File: config.mk
export PLATFORM = sky130hd
export DESIGN_NAME = led_sequence_player
export DESIGN_NICKNAME = d
export VERILOG_FILES = /design/src/rtl/game_pkg.sv /design/src/rtl/phase_timer.sv /design/src/rtl/led_sequence_player.sv
export SDC_FILE = /design/constraint.sdc
export NUM_CORES = 1
export LEC_CHECK = 0
export CAP_MARGIN = 20
export CELL_PAD_IN_SITES_DETAIL_PLACEMENT = 1
export CELL_PAD_IN_SITES_GLOBAL_PLACEMENT = 1
export CORE_ASPECT_RATIO = 2
export CORE_MARGIN = 2
export CORE_UTILIZATION = 43
export DETAILED_ROUTE_END_ITERATION = 6
export PLACE_DENSITY_LB_ADDON = 0.1
export SETUP_SLACK_MARGIN = 0.2
export SYNTH_ARGS = -nofsm -noshare
export SYNTH_HDL_FRONTEND = slang
export SYNTH_SLANG_ARGS = --single-unit
File: constraint.sdc
create_clock -name clock -period 2.96 [get_ports clock]
set_clock_uncertainty 0.05 [all_clocks]
set_input_delay 0.74 -clock clock [delete_from_list [all_inputs] [get_ports clock]]
set_output_delay 0.74 -clock clock [all_outputs]
set_load 0.02 [all_outputs]
File: src/rtl/game_pkg.sv
// Shared constants, state encoding and small helpers
// for the memory-game LED sequence player.
package game_pkg;

  localparam int NUM_LEDS = 4;
  localparam int MAX_LEN  = 16;
  localparam int LEN_W    = 5;
  localparam int IDX_W    = 2;
  localparam int TIMER_W  = 16;
  localparam int DATA_W   = IDX_W * MAX_LEN;

  localparam logic [1:0] ST_IDLE = 2'd0;
  localparam logic [1:0] ST_ON   = 2'd1;
  localparam logic [1:0] ST_GAP  = 2'd2;

  function automatic logic [LEN_W-1:0] clamp_len(
    input logic [LEN_W-1:0] len
  );
    if (len > LEN_W'(MAX_LEN)) begin
      return LEN_W'(MAX_LEN);
    end
    return len;
  endfunction

  function automatic logic [NUM_LEDS-1:0] led_onehot(
    input logic [IDX_W-1:0] idx
  );
    logic [NUM_LEDS-1:0] v;
    v      = '0;
    v[idx] = 1'b1;
    return v;
  endfunction

  function automatic logic [IDX_W-1:0] entry_at(
    input logic [DATA_W-1:0] data,
    input logic [LEN_W-1:0]  i
  );
    logic [LEN_W-1:0] base;
    base = {i[LEN_W-2:0], 1'b0};
    return data[base +: IDX_W];
  endfunction

endpackage

File: src/rtl/phase_timer.sv
// Loadable 16-bit down-counter that saturates at zero
// and flags when it has reached zero.
module phase_timer
  import game_pkg::*;
(
  input  logic               clock,
  input  logic               reset,
  input  logic               load,
  input  logic [TIMER_W-1:0] load_val,
  output logic               zero
);

  logic [TIMER_W-1:0] count_q;
  logic [TIMER_W-1:0] count_d;

  always_comb begin
    count_d = count_q;
    if (load) begin
      count_d = load_val;
    end else if (count_q != '0) begin
      count_d = count_q - TIMER_W'(1);
    end
  end

  always_ff @(posedge clock or posedge reset) begin
    if (reset) begin
      count_q <= '0;
    end else begin
      count_q <= count_d;
    end
  end

  assign zero = (count_q == '0);

endmodule

File: src/rtl/led_sequence_player.sv
// Plays a latched sequence of LED indices: each step lights
// one LED for ON_CYCLES, then blanks for OFF_CYCLES.
module led_sequence_player
  import game_pkg::*;
#(
  parameter logic [TIMER_W-1:0] ON_CYCLES  = 16'd50000,
  parameter logic [TIMER_W-1:0] OFF_CYCLES = 16'd25000
) (
  input  logic                clock,
  input  logic                reset,
  input  logic                start,
  input  logic                abort,
  input  logic [LEN_W-1:0]    seq_len,
  input  logic [DATA_W-1:0]   seq_data,
  output logic [NUM_LEDS-1:0] led,
  output logic                busy,
  output logic [LEN_W-1:0]    step,
  output logic                done
);

  logic [1:0]          state_q, state_d;
  logic [NUM_LEDS-1:0] led_q, led_d;
  logic                busy_q, busy_d;
  logic [LEN_W-1:0]    step_q, step_d;
  logic                done_q, done_d;
  logic [LEN_W-1:0]    len_q, len_d;
  logic [DATA_W-1:0]   data_q, data_d;

  logic                timer_load;
  logic [TIMER_W-1:0]  timer_val;
  logic                timer_zero;
  logic [LEN_W-1:0]    start_len;
  logic [LEN_W-1:0]    next_step;

  assign start_len = clamp_len(seq_len);
  assign next_step = step_q + LEN_W'(1);

  phase_timer u_timer (
    .clock    (clock),
    .reset    (reset),
    .load     (timer_load),
    .load_val (timer_val),
    .zero     (timer_zero)
  );

  always_comb begin
    state_d    = state_q;
    led_d      = led_q;
    busy_d     = busy_q;
    step_d     = step_q;
    done_d     = 1'b0;
    len_d      = len_q;
    data_d     = data_q;
    timer_load = 1'b0;
    timer_val  = '0;

    // abort outranks start and any timer expiry
    if (abort) begin
      state_d = ST_IDLE;
      led_d   = '0;
      busy_d  = 1'b0;
    end else begin
      unique case (1'b1)
        (state_q == ST_IDLE): begin
          led_d  = '0;
          busy_d = 1'b0;
          if (start) begin
            if (start_len != '0) begin
              len_d      = start_len;
              data_d     = seq_data;
              step_d     = '0;
              state_d    = ST_ON;
              busy_d     = 1'b1;
              led_d      = led_onehot(seq_data[IDX_W-1:0]);
              timer_load = 1'b1;
              timer_val  = ON_CYCLES - TIMER_W'(1);
            end else begin
              done_d = 1'b1;
            end
          end
        end
        (state_q == ST_ON): begin
          if (timer_zero) begin
            state_d    = ST_GAP;
            led_d      = '0;
            timer_load = 1'b1;
            timer_val  = OFF_CYCLES - TIMER_W'(1);
          end
        end
        (state_q == ST_GAP): begin
          if (timer_zero) begin
            if (next_step < len_q) begin
              step_d     = next_step;
              state_d    = ST_ON;
              led_d      = led_onehot(entry_at(data_q, next_step));
              timer_load = 1'b1;
              timer_val  = ON_CYCLES - TIMER_W'(1);
            end else begin
              state_d = ST_IDLE;
              busy_d  = 1'b0;
              done_d  = 1'b1;
            end
          end
        end
        default: begin
          state_d = ST_IDLE;
          led_d   = '0;
          busy_d  = 1'b0;
        end
      endcase
    end
  end

  always_ff @(posedge clock or posedge reset) begin
    if (reset) begin
      state_q <= ST_IDLE;
      led_q   <= '0;
      busy_q  <= 1'b0;
      step_q  <= '0;
      done_q  <= 1'b0;
      len_q   <= '0;
      data_q  <= '0;
    end else begin
      state_q <= state_d;
      led_q   <= led_d;
      busy_q  <= busy_d;
      step_q  <= step_d;
      done_q  <= done_d;
      len_q   <= len_d;
      data_q  <= data_d;
    end
  end

  assign led  = led_q;
  assign busy = busy_q;
  assign step = step_q;
  assign done = done_q;

endmodule
==> flow_metrics.py <==
metrics = {
    "worst_setup_path": {
        "r2r_setup_slack_ns": 0.45,
        "cp-startpoint": "step[0]",
        "cp-start-kind": "flop",
        "r2r_start": "step[0]",
        "cp-end-kind": "flop",
        "cp_data_arrival_time_ns": 2.70,
        "worst-path-max-fanout": 5,
        "timing_worst_setup_path_type": "reg -> reg",
        "crit_path_top_delay_cell": "dfrtp_1",
        "crit_chain": "ha_2, xor2_2, ha_1, a21o_1, a31oi_2, o21ai_2, buf_4, a2111oi_4, nand2b_1, o211ai_1",
        "worst_r2r_path_depth": 10,
        "regToRegEndpoint": "led[2]",
        "worstPathRequired_ns": 3.15,
        "crit_path_end": "led[2]",
        "worst_path_largest_cell_delay_ns": 0.38,
    },
    "floorplan": {
        "die_x_um": 66.21,
        "core_region_area_mm2": 0.007545,
        "floorplan.initialDensity_pct": 44.11,
        "dieHeight_um": 128.4,
        "boundaryPins": 52,
        "count_of_standard_cell_rows": 45,
        "design.die.area_mm2": 0.008503,
    },
    "global_route": {
        "wire_length_of_the_first_global_routing_pass_um": 13820,
        "grt_use_met1_pct": 22.13,
        "first_global_vias": 2823,
        "grt_antenna_before_repair": 0,
        "use_met2_pct": 41.88,
        "globalRouteTotalUtil_pct": 21.97,
        "groute.layer.met3.usage_pct": 3.584,
        "grt-ovfl-total": 0,
        "grt.busiest_layer": "met2",
        "grt_max_degree": 67,
    },
    "sta": {
        "min_period_ns": 2.514,
        "fmax_mhz": 397.7,
        "finalCritPeriodShare_pct": 84.95,
        "transition_time_of_the_tightest_slew_check_pin_ns": 0.5265,
        "tns_ns": 0,
        "setup_viol": 0,
        "hold_viol": 0,
        "grt_setup_unrepaired": "no",
        "final-max-slew-violation-count": 0,
        "timing.slew.headroom_pct": 64.58,
    },
    "synth": {
        "synth.most_common_cell": "dfrtp_1",
        "yosys_most_used_dff": "dfrtp_1",
        "syn-num-nets": 341,
        "cells_after_synthesis": 293,
        "synth_top_cell_area_share_pct": 49.62,
        "syn_avg_cell_area_um2": 11.36,
        "synth-edff-count": 0,
        "synthDistinctLibCells": 48,
        "synth_area_mm2": 0.003328,
        "post-synth-top-area-cell": "dfrtp_1",
        "synth.cells.most_frequent": "dfrtp_1 (66), nand2_1 (36), mux2_2 (35)",
        "yosys-top-cells-area": "dfrtp_1 (50%), mux2_2 (12%), mux4_2 (5.4%)",
        "ys_seq_area_share_pct": 49.62,
        "register_bit_count_reported_by_yosys": 66,
        "async_flop_share_pct": 100.0,
        "ys_warn_count": 0,
    },
    "routing": {
        "dr_total_vias": 2528,
        "final_routed_wirelength_across_all_metal_layers_um": 8293,
        "first_pass_iteration_count_of_the_detailed_router": 4,
        "first_iter_violations": 106,
        "routedWlPerCell_um": 18.19,
        "detail-route-antenna-nets": 0,
        "via_per_inst": 5.544,
        "post-route-drc-count": 0,
    },
    "cts": {
        "cts_setup_buffers": 0,
        "cts-root-to-sink-buffers": 2,
        "cts_tree": "done",
        "htreeDepth": 3,
        "clock-sinks": 66,
        "cts_hold_buf": 0,
        "cts.reportedPaths.clkPinSlew_ns": 0.05,
        "worstSkewPairLatency_ns": 0.32,
        "cts_made_buffers": 9,
        "ctsRootBufferMaster": "clkbuf_16",
    },
    "finish": {
        "final_design_area_no_fill_mm2": 0.004378,
        "layout.nets": 406,
        "antennaDiodeCount": 0,
        "layout_cells_sized_above_1_pct": 23.20,
        "area_growth_syn_to_layout_pct": 31.54,
    },
    "run_status": {
        "outcome": "finished, final reports clean",
    },
    "min_path": {
        "hold_removal_path_class": "reg -> reg",
    },
    "placement": {
        "post_dp_cell_area_mm2": 0.004046,
        "dpl.hpwl_um": 6283,
        "place_congestion": 0.7764,
        "port_buffers": 51,
    },
    "power_and_ir_drop": {
        "power_leakage_nw": 1.792,
        "power_mw": 2.683,
        "power.ir.vdd_worst_uv": 512.6,
        "power_per_cell_area_mw_per_mm2": 612.8,
    },
    "run": {
        "maxCapViolCount": 0,
    },
}
==> routing by layer <==
layer  wire length, um  vias to the layer above
met1              2946                     1281
li1                  -                     1173
met2              4849                       52
met3               191                       22
met4               306                        0
met5                 0                        -
==> area by class of cell <==
type / instances / area [um2]
Fill cell: 807 / 3167
Sequential cell: 66 / 1652
Multi-Input combinational cell: 208 / 1637
Timing Repair Buffer: 64 / 633.1
Clock buffer: 13 / 270.3
Tap cell: 94 / 117.6
Clock inverter: 2 / 35.03
Inverter: 9 / 33.78
==> cell families after synthesis <==
kind of cell             synth area share (%)
AO/OA/AOI/OAI                           9.210
XOR/XNOR                                3.684
adder cells (fa/ha/maj)                 2.631
buffers and inverters                   2.218
flip-flops                              49.62
multiplexers                            18.46
AND/OR/NAND/NOR                         14.17
==> how the worst min path moves through the flow <==
stage / startpoint / endpoint / slack [ns] / depth (start not counted)
2_1_floorplan: data_q[1] / data_q[1] / 0.39 / 1
3_3_place_gp: data_q[1] / data_q[1] / 0.41 / 1
3_5_place_dp: data_q[1] / data_q[1] / 0.42 / 1
4_1_cts: data_q[1] / data_q[1] / 0.43 / 1
5_1_grt: data_q[1] / data_q[1] / 0.45 / 1
6_report: data_q[1] / data_q[1] / 0.43 / 1
==> flip-flops by register name (all words and copies together) (netlist names) <==
register         flops
busy                 1
data_q              32
done                 1
led                  4
len_q                5
state_q              2
step                 5
u_timer.count_q     16
==> per-stage QoR <==
stage | hold slack [ns] | instances | setup WS, ns | utilization, %
2_1_floorplan | 0.3939 | 293 | 0.2680 | -
3_3_place_gp | 0.4085 | 441 | 0.3094 | 53.63
3_5_place_dp | 0.4223 | 441 | 0.1731 | 53.63
4_1_cts | 0.4295 | 456 | 0.2276 | 57.84
5_1_grt | 0.4472 | 456 | 0.2542 | 58.03
6_report | 0.4269 | 456 | 0.4455 | 58.03
==> critical path, delay by kind of cell (launching register included) <==
| family | cells | cell delay (ns) |
|---|---|---|
| xor+xnor | 1 | 0.17 |
| compound gates | 5 | 0.97 |
| simple gates | 1 | 0.13 |
| flops | 1 | 0.38 |
| buf+inv | 1 | 0.17 |
| fa+ha+maj | 2 | 0.56 |
==> power breakdown <==
group	internal (mW)	switching, mW	leakage, nW
Clock	0.714	0.358	0.152
Sequential	1.05	0.101	0.805
Combinational	0.259	0.197	0.835
==> what timing repair did <==
action,CTS,global route
pin swaps,0,2
setup endpoints to repair,4,10
gates resized for setup,1,4
==> cell usage in the layout, fill, tap and decap left out, types with 4 or more instances in the layout <==
master / netlist / routed
buf_4: 0 / 11
o21ai_1: 7 / 6
o21ai_0: 11 / 11
o211ai_1: 4 / 4
mux2i_1: 4 / 4
a21oi_1: 7 / 7
a22oi_1: 4 / 4
nand2_1: 36 / 36
clkbuf_16: 0 / 9
nand2b_1: 10 / 10
mux2_2: 35 / 35
ha_1: 7 / 6
xnor2_1: 10 / 10
nor3_1: 7 / 7
mux4_2: 8 / 8
clkdlybuf4s50_1: 0 / 51
inv_1: 9 / 8
nor2_1: 16 / 16
dfrtp_1: 66 / 66
Power figures use the tool's default switching activity.
